--- src/rtl/pcm_feeder.sv ---
// rtl/pcm_feeder.sv - PCM sample FIFO and prescaled feeder to DAC; optional PCM_FEEDER_VOLUME_EN adds vol_i shift
module pcm_feeder #(
    parameter int DIV_W   = 16,
    parameter int FIFO_AW = 4
) (
    input  logic               clk_i,
    input  logic               rst_i,
    input  logic               en_i,
    input  logic [DIV_W-1:0]   div_i,
    input  logic               wr_i,
    input  logic [7:0]         wr_data_i,
    output logic               full_o,
    output logic [FIFO_AW:0]   level_o,
    output logic               underrun_o,
    output logic               overflow_o,
    input  logic               clr_flags_i,
`ifdef PCM_FEEDER_VOLUME_EN
    input  logic [2:0]         vol_i,
`endif
    output logic               tick_o,
    output logic [7:0]         dac_o
);

    localparam int DEPTH = 1 << FIFO_AW;
    localparam logic [FIFO_AW:0] DEPTH_L = (FIFO_AW+1)'(DEPTH);
    localparam logic [FIFO_AW:0] ONE_L   = (FIFO_AW+1)'(1);

    logic [7:0]         mem [DEPTH];
    logic [FIFO_AW-1:0] wr_ptr;
    logic [FIFO_AW-1:0] rd_ptr;
    logic [FIFO_AW:0]   level_q;
    logic [DIV_W-1:0]   count_q;

    logic               tick_int;
    logic               empty;
    logic               pop;
    logic               push;
    logic signed [7:0]  head;
    logic signed [7:0]  scaled;
    logic [7:0]         play_data;

    assign tick_int = en_i && (count_q == '0);
    assign empty    = (level_q == '0);
    assign pop      = tick_int && !empty;
    // A full FIFO still accepts a write when the same cycle frees a slot.
    assign push     = wr_i && ((level_q != DEPTH_L) || pop);

    assign head = $signed(mem[rd_ptr]);
`ifdef PCM_FEEDER_VOLUME_EN
    assign scaled = head >>> vol_i;
`else
    assign scaled = head;
`endif
    assign play_data = scaled ^ 8'h80;

    always_ff @(posedge clk_i) begin
        if (rst_i) begin
            count_q <= '0;
        end else if (!en_i) begin
            count_q <= '0;
        end else if (count_q == '0) begin
            count_q <= div_i;
        end else begin
            count_q <= count_q - 1'b1;
        end
    end

    always_ff @(posedge clk_i) begin
        if (push) begin
            mem[wr_ptr] <= wr_data_i;
        end
    end

    always_ff @(posedge clk_i) begin
        if (rst_i) begin
            wr_ptr  <= '0;
            rd_ptr  <= '0;
            level_q <= '0;
        end else begin
            if (push) begin
                wr_ptr <= wr_ptr + 1'b1;
            end
            if (pop) begin
                rd_ptr <= rd_ptr + 1'b1;
            end
            case ({push, pop})
                2'b10:   level_q <= level_q + ONE_L;
                2'b01:   level_q <= level_q - ONE_L;
                default: level_q <= level_q;
            endcase
        end
    end

    always_ff @(posedge clk_i) begin
        if (rst_i) begin
            dac_o  <= 8'h80;
            tick_o <= 1'b0;
        end else begin
            tick_o <= tick_int;
            if (tick_int) begin
                dac_o <= pop ? play_data : 8'h80;
            end else if (!en_i) begin
                dac_o <= 8'h80;
            end
        end
    end

    // Set has priority over clear so no event is lost.
    always_ff @(posedge clk_i) begin
        if (rst_i) begin
            underrun_o <= 1'b0;
            overflow_o <= 1'b0;
        end else begin
            if (tick_int && empty) begin
                underrun_o <= 1'b1;
            end else if (clr_flags_i) begin
                underrun_o <= 1'b0;
            end
            if (wr_i && !push) begin
                overflow_o <= 1'b1;
            end else if (clr_flags_i) begin
                overflow_o <= 1'b0;
            end
        end
    end

    assign level_o = level_q;
    assign full_o  = level_q[FIFO_AW];

endmodule

--- config.mk ---
export PLATFORM = sky130hd
export DESIGN_NAME = pcm_feeder
export DESIGN_NICKNAME = d
export VERILOG_FILES = /design/src/rtl/pcm_feeder.sv
export SDC_FILE = /design/constraint.sdc
export NUM_CORES = 1
export LEC_CHECK = 0
export BUFFER_PORTS_ARGS = -buffer_cell sky130_fd_sc_hd__buf_2
export CAP_MARGIN = 20
export CORE_MARGIN = 3
export CORE_UTILIZATION = 35
export CTS_CLUSTER_SIZE = 25
export DETAILED_ROUTE_END_ITERATION = 7
export RECOVER_POWER = 25
export SLEW_MARGIN = 30
export SYNTH_ARGS = -nofsm -noshare
export SYNTH_HDL_FRONTEND = slang
export SYNTH_SLANG_ARGS = --single-unit
--- constraint.sdc ---
create_clock -name clk_i -period 3.1 [get_ports clk_i]
set_clock_uncertainty 0.15 [all_clocks]
set_input_delay 0.155 -clock clk_i [delete_from_list [all_inputs] [get_ports clk_i]]
set_output_delay 0.155 -clock clk_i [all_outputs]
set_load 0.01 [all_outputs]
## Yosys cells after proc, flatten, opt, wreduce, memory -nomap -nowiden

Memories as Yosys holds them, arrays and structs flattened. A register that Yosys moved wholly into a read port is not among the register bits.
Index checks and enable logic that the tools add are counted.

- Flip-flop bits (word level): 40
- RAM bits: 128
- Input port bits: 29
- Output and inout bits: 17
- Memories kept: 1

Memory list:

| name | depth | width | rd ports | clocked after Yosys merged registers in | write ports | line | source |
|---|---|---|---|---|---|---|---|
| mem | 16 | 8 | 1 | 1 | 1 | 28 | `logic [7:0] mem [DEPTH];` |

- $add $sub $neg: 5
- Equal/unequal tests: 4
- Mux-type cells: 12
- Bitwise logic cells: 2
- Reductions and logical operators: 14

Operators by type and width:

| kind | count |
|---|---|
| 8-bit 2-to-1 mux | 3 |
| 16-bit logical NOT | 1 |
| 16-bit 2-to-1 mux | 1 |
| 16-bit by 1-bit subtractor with 16-bit output, second input constant | 1 |
| 5-bit case mux with 2 select lines | 1 |
| 4-bit by 1-bit adder with 4-bit output, second input constant | 2 |
| 4-bit 2-to-1 mux | 2 |
| 2-bit nonzero test | 3 |
| 5-bit by 1-bit adder with 5-bit output, second input constant | 1 |
| 1-bit logical AND | 5 |
| 5-bit logical NOT | 1 |
| 1-bit 2-to-1 mux | 5 |
| 5-bit != test, second input constant | 1 |
| 5-bit by 1-bit subtractor with 5-bit output, second input constant | 1 |
| 2-bit by 1-bit == test with 1-bit output, second input constant | 1 |
| 2-bit == test, second input constant | 1 |
| 1-bit logical NOT | 2 |
| 2-bit by 1-bit != test with 1-bit output, second input constant | 1 |
| 1-bit NOT | 2 |
| 2-bit OR reduction | 1 |
| 1-bit logical OR | 1 |

## Logic depth before layout (Yosys ltp)

Gate-level depths: netlist of run 1.

- Depth after elaboration: 8
- Mapped depth: 12
- Depth with buffers taken out: 12

## Worst setup path after synthesis of run 1

OpenSTA, ideal clock, no wires.

- Path type: reg2reg
- From: register count_q[8]
- To: register level_q[3] (netlist: level_o[3])
- Arrival time: 3.037 ns
- Required time: 2.825 ns
- Path slack: -0.212 ns
- Stages on the path, launching flop included: 11
- Clock period less this slack: 3.312 ns
- Cell sequence: dfxtp_1 > or4_4 > nor4_1 > nand3_1 > nor3_1 > ha_1 > a21o_1 > a21oi_1 > mux2_2 > a211oi_1 > nor4_1

- Longest elaborated chain between the ends: 7

Ends and longest elaborated chain:

| what | line | source |
|---|---|---|
| from (decl) | 32 | `logic [DIV_W-1:0] count_q;` |
| from (signal assigned) | 62 | `count_q <= div_i;` |
| from (signal assigned) | 64 | `count_q <= count_q - 1'b1;` |
| 16-bit logical NOT (*) | 42 | `assign tick_int = en_i && (count_q == '0);` |
| 1-bit logical AND (*) | 42 |  |
| 1-bit logical AND (*) | 44 | `assign pop = tick_int && !empty;` |
| 1-bit logical OR | 46 | `assign push = wr_i && ((level_q != DEPTH_L) \|\| pop);` |
| 1-bit logical AND | 46 |  |
| 2-bit by 1-bit == test with 1-bit output / 2-bit == test (equally long branches) | 86 | `case ({push, pop})` |
| 5-bit case mux with 2 select lines / 2-bit nonzero test (equally long branches) | n/a |  |
| to (signal assigned) | 87 | `2'b10: level_q <= level_q + ONE_L;` |
| to (signal assigned) | 88 | `2'b01: level_q <= level_q - ONE_L;` |
| to (signal assigned) | 89 | `default: level_q <= level_q;` |
| to (decl) | 31 | `logic [FIFO_AW:0] level_q;` |

Mark *: on every way between the ends. The rest lies on a longest branch, timed or not.
A chain may end at the register's enable or synchronous reset.

## Final worst setup path of run 1

- From: register count_q[9]
- To: register level_q[2] (netlist: level_o[2])

The elaborated chain is that of the path after synthesis.

==> results of run 1 <==
==> logic make-up after synthesis <==
kind of cell | synth area share [%]
compound gates | 8.21
xor+xnor | 1.73
fa+ha+maj | 2.05
buf+inv | 1.80
flops | 66.7
mux | 10.5
simple gates | 9.09
==> metal layers <==
layer  up-vias  part of all wire [%]
li1       2073                     -
met1      2221                    44
met2       141                    48
met3        25                   5.3
met4         0                   2.5
met5         -                     0
==> power by group through the flow <==
stage,Clock [µW],Combinational [µW],Sequential [µW]
6_report,2070,1920,2780
5_1_grt,2220,2110,2800
4_1_cts,2110,1820,2770
3_5_place_dp,0,1780,2820
3_3_place_gp,0,1750,2820
2_1_floorplan,0,1200,2790
==> timing repair <==
| action | CTS | global route |
|---|---|---|
| setup endpoints to repair | 0 | 3 |
| endpoints found under the hold margin | 103 | 0 |
| setup buffers | 0 | 2 |
| resized for setup | 0 | 16 |
| hold buffers | 24 | 0 |
==> state kept, by name, summed over array words and instances, names as in the netlist, named ones only <==
name        flops
mem           128
level_o         5
count_q        16
overflow_o      1
tick_o          1
underrun_o      1
wr_ptr          4
dac_o           8
rd_ptr          4
==> Yosys cell counts, types with 7 or more instances <==
master	n	area share, %
a211oi_1	11	1.2
xnor2_1	8	0.99
nor3_1	7	0.49
nor2_1	45	2.4
a21oi_1	18	1.3
a32o_1	7	0.99
ha_1	10	1.8
nand3_1	12	0.85
nand2_1	28	1.5
a22oi_1	17	1.8
mux4_2	32	10
edfxtp_1	128	54
clkbuf_1	20	1.1
o21ai_0	12	0.85
dfxtp_1	44	12
inv_1	7	0.37
==> worst max-delay path, cell delays in order, from the launching register on <==
cell and delay [ns]:
dfxtp_2 0.32, or4_4 0.58, nor4_4 0.36, nand3_2 0.16, nor3_4 0.21, buf_6 0.15
ha_4 0.21, xnor2_2 0.15, or3_1 0.33, mux2i_1 0.13, a31oi_1 0.05, o221ai_1 0.16
==> cell type report <==
class | count | area share (%)
clock buffer | 19 | 4.95
clock inverter | 13 | 1.62
inverter | 8 | 0.343
multi-input combinational | 273 | 26.6
sequential | 172 | 54.1
tap | 265 | 3.79
timing repair buffer | 106 | 8.59
==> stage by stage <==
step | worst slack [ns] | hold slack (ns) | power, µW | area (µm²) | setup TNS (ns)
CTS | 0.0601 | 0.00170 | 6700 | 8650 | 0
detailed placement | 0.0787 | 0.295 | 4600 | 7840 | 0
global route | -0.0602 | 0.109 | 7130 | 8740 | -0.122
floorplan | 0.0277 | 0.104 | 3990 | 7100 | 0
finish | 0.0500 | 0.0884 | 6770 | 8740 | 0
global placement | 0.136 | 0.293 | 4560 | 7840 | 0
==> final timing paths <==
check             cells after the start  slack (ns)         end        from
setup / recovery                     11        0.05  level_o[2]  count_q[9]
hold / removal                        3        0.09   wr_ptr[1]        wr_i
setup reg to reg                     11        0.05  level_o[2]  count_q[9]
hold reg to reg                       2        0.34   rd_ptr[3]   rd_ptr[3]
==> results_dict.tcl, run 1 <==
set metrics [dict create \
    status "finished, final reports clean" \
    synth_edf_count 128 \
    use_met2_pct 23.4 \
    nFillCells 1784 \
    relSlewSlack_pct 43.3 \
    clock_latency_ns 0.43 \
    utilization_pct 44.5 \
    drive_gt1_share_pct 26.4 \
    drt-vias-per-instance 5.21 \
    synth_area_um2 7090 \
    finalCritPeriodShare_pct 98.4 \
    synth_flop_cell "edfxtp_1" \
    core_um2 19700 \
    place_congestion 0.831 \
    initial_core_util_pct 36.1 \
    hold_class "in -> reg" \
    drtPass1Iterations 4 \
    wl_um 15800 \
    clockBufferDepth 2 \
    power_density_nw_per_um2 775 \
    switching_share_pct 30.3 \
    grt-busiest-layer "met2" \
    cp_max_fo 6 \
    slew_violations 0 \
    cts-buffers-inserted 17 \
    diodes 0 \
    vias 4460 \
    dp.cells 798 \
    avgSynthCellArea_um2 14.8 \
    grt_use_total_pct 14.9 \
    crit_path_end_kind "flop" \
    crit_required_ns 3.29 \
    async_flop_share_pct 0 \
    drcViolationCount 0 \
    seq_area_um2 4730 \
    ys_types 52 \
    grtUsageMet1_pct 20.3 \
    num_io_pins 46 \
    grt_max_degree 33 \
    synth.net_count 518 \
    grt_pass1_vias 4552 \
    yosys_warnings 0 \
    grt_remaining_overflow 0 \
    dp_hpwl_um 10400 \
    min_period_ns 3.05 \
    fin_nets 618 \
    max_freq_mhz 328 \
    ys_ff_latch 172 \
    drt.antenna.violating_nets 0 \
    p_sw_uw 2050 \
    layout_common_cells "edfxtp_1 (128), nor2_1 (45), dfxtp_1 (41)" \
    die_area_um2 22000 \
    setup-violations-final 0 \
    rsz0062_at_grt "yes" \
    drt_iter0_drc 365 \
    rows 51 \
    yosysSeqAreaShare_pct 66.7 \
    routedWlPerCell_um 18.5 \
    die_h_um 148 \
    arrival_ns 3.24 \
    multi_input_area_um2 2330 \
    layout.cells.non_filler 856 \
    cts_tree "built" \
    ir_worst_vdd_uv 340 \
    power_frac_seq_pct 41.0 \
    mostFrequentLayoutCell "edfxtp_1" \
    cts_sinks 172 \
    dieWidth_um 148 \
    grt.met3_usage_pct 3.47 \
    htree_levels 4 \
    hold_viol_final 0 \
    grt_antenna_before_repair 0 \
    path_class "reg -> reg" \
    port-buffer-count 45 \
    pwr-share-clk_pct 30.6 \
    grt_pass1_wl_um 25200 \
    worstMarginPinSlew_ns 0.851 \
    area_growth_syn_to_layout_pct 23.3 \
    p_leak_uw 0.00298 \
    p_int_uw 4720 \
    cts.clk_slew.worst_paths_ns 0.07 \
    maxCapViolations 0 \
    startpoint_type "flop" \
    comb_power_share_pct 28.4 \
    synthCells 478 \
    cts-root-buf "clkbuf_16" \
]
Note: power is estimated with default switching activity, not from simulation.
==> run 2: changes to the inputs <==
--- a/config.mk
+++ b/config.mk
@@ -7,8 +7,10 @@
 export LEC_CHECK = 0
 export BUFFER_PORTS_ARGS = -buffer_cell sky130_fd_sc_hd__buf_2
 export CAP_MARGIN = 20
+export CORE_ASPECT_RATIO = 0.9
 export CORE_MARGIN = 3
 export CORE_UTILIZATION = 35
+export CTS_BUF_LIST = sky130_fd_sc_hd__clkbuf_4 sky130_fd_sc_hd__clkbuf_8
 export CTS_CLUSTER_SIZE = 25
 export DETAILED_ROUTE_END_ITERATION = 7
 export RECOVER_POWER = 25
==> run 2 against run 1 <==
  * Global-route usage up 0.28 points
  * Clock-buffer cell count down 2
  * Clock power down 24%
  * Die area about the same
  * First-iteration DRC count down 12%
  * Via count down 1.3%
  * Routed wire length up 1.7%
  * Utilization down 0.51 points
  * Combinational power about the same
  * Sequential share of layout area up 1.0 points
  * Register-to-register slack about the same
  * Critical path type unchanged
  * Critical endpoint is now level_o[3]
==> results_dict.tcl, run 2 (synthesis results as in run 1) <==
set metrics [dict create \
    arrival_ns 3.26 \
    mostFrequentLayoutCell "edfxtp_1" \
    cp_num_buf_inv 0 \
    finalCritPeriodShare_pct 98.8 \
    grt.met3_usage_pct 4.36 \
    startpoint_type "flop" \
    cts-root-buf "clkbuf_8" \
    cts_tree "built" \
    crit_required_ns 3.30 \
    cts_sinks 172 \
    die_area_um2 22000 \
    power_density_nw_per_um2 729 \
    port-buffer-count 45 \
    slowest_stage "or4_4" \
    cts.clk_slew.worst_paths_ns 0.09 \
    clockBufferDepth 2 \
    drive_gt1_share_pct 26.7 \
    hold_class "in -> reg" \
    slew_violations 0 \
    grt-busiest-layer "met2" \
    cts-buffers-inserted 17 \
    grtUsageMet1_pct 21.1 \
    routedWlPerCell_um 19.0 \
    crit_path_end_kind "flop" \
    num_io_pins 46 \
    max_freq_mhz 326 \
    worstMarginPinSlew_ns 0.876 \
    crit_path_max_incr_delay_ns 0.57 \
    rows 48 \
    finalPower_uw 6250 \
    critPathTopFamily "simple AND/OR/NAND/NOR gates" \
    vias 4402 \
    clock_latency_ns 0.47 \
    drt_iter0_drc 322 \
    grt_antenna_before_repair 0 \
    dp.cells 781 \
    drt-vias-per-instance 5.21 \
    grt_remaining_overflow 0 \
    largestRegisters "mem (128), count_q (16), dac_o (8)" \
    grt_pass1_vias 4529 \
    ir_worst_vdd_uv 324 \
    area_growth_syn_to_layout_pct 21.1 \
    setup-violations-final 0 \
    min_period_ns 3.06 \
    drtPass1Iterations 4 \
    wl_um 16100 \
    hold_ws_ns 0.0533 \
    maxCapViolations 0 \
    use_met2_pct 23.3 \
    nFillCells 1711 \
    p_leak_uw 0.00292 \
    path_cells "or4_4 > nor4_4 > nand3_2 > nor3_4 > ha_1 > a21o_1 > a21oi_2 > mux2_4 > nor3_1 > nor4_2" \
    relSlewSlack_pct 41.6 \
    hold_viol_final 0 \
    finalSetupTns_ns 0 \
    dieWidth_um 156 \
    diodes 0 \
    cp_max_fo 4 \
    drcViolationCount 0 \
    core_um2 19500 \
    grt_use_total_pct 15.2 \
    path_class "reg -> reg" \
    grt_max_degree 36 \
    layout_common_cells "edfxtp_1 (128), nor2_1 (45), dfxtp_1 (41)" \
    drt.antenna.violating_nets 0 \
    fin_nets 622 \
    layout.cells.non_filler 845 \
    place_congestion 0.816 \
    status "finished, final reports clean" \
    top_register "mem" \
    dp_hpwl_um 10700 \
    initial_core_util_pct 36.3 \
    htree_levels 4 \
    grt_pass1_wl_um 25500 \
    largest_reg_flops 128 \
    die_h_um 141 \
]
-- run 2: cell types whose count changed in the layout (fill, tap and decap cells not counted), sizes merged --
cell / delta
buf: +1
clkbuf: -2
clkinv: -1
clkinvlp: +1
dlygate4sd3: +3
inv: +2
-- run 2: repair_timing --
item / 4_1_cts / 5_1_grt
endpoints found under the setup margin: 0 / 11
setup buffers: 0 / 5
hold buffers: 27 / 0
hold endpoints to repair: 160 / 0
resized for setup: 0 / 16
-- run 2: per-stage QoR --
| step | utilization, % | worst slack, ns | area (µm²) |
|---|---|---|---|
| after detailed placement | 40.0 | 0.0524 | 7800 |
| after global placement | 40.0 | 0.134 | 7800 |
| final | 44.0 | 0.0365 | 8580 |
| after floorplan | - | 0.0277 | 7100 |
| after CTS | 43.4 | 0.0418 | 8470 |
| after global routing | 44.0 | -0.0521 | 8580 |
-- run 2: cell type report --
type | count | area (µm²) | area share (%)
timing repair buffer | 110 | 788 | 9.19
inverter | 8 | 30.0 | 0.350
sequential | 172 | 4730 | 55.1
multi-input combinational | 273 | 2330 | 27.1
clock buffer | 17 | 234 | 2.73
clock inverter | 15 | 160 | 1.87
tap | 250 | 313 | 3.64
-- run 2: per-layer routing --
metal | part of all wire [%] | vias to the layer above
met5 | 0 | -
met4 | 1.2 | 0
met3 | 5.2 | 17
met2 | 48 | 98
met1 | 46 | 2211
li1 | - | 2076
-- run 2: power breakdown --
| part | switching (µW) | total (µW) | internal [µW] | leakage, µW |
|---|---|---|---|---|
| Sequential | 158 | 2780 | 2620 | 0.00152 |
| Clock | 855 | 1580 | 728 | 0.000188 |
| Combinational | 1000 | 1890 | 891 | 0.00122 |
-- run 2: worst paths after layout --
kind	from	end	slack, ns	depth (start not counted)
worst max-delay path	count_q[9]	level_o[3]	0.04	10
worst min-delay path	wr_i	wr_ptr[1]	0.05	3
worst max register to register	count_q[9]	level_o[3]	0.04	10
worst min register to register	rd_ptr[1]	flop	0.35	2
-- run 2: worst reg2reg max path, stage by stage, from the launching register on --
cell	delay, ns
dfxtp_2	0.33
or4_4	0.57
nor4_4	0.28
nand3_2	0.16
nor3_4	0.21
ha_1	0.25
a21o_1	0.21
a21oi_2	0.16
mux2_4	0.34
nor3_1	0.21
nor4_2	0.09
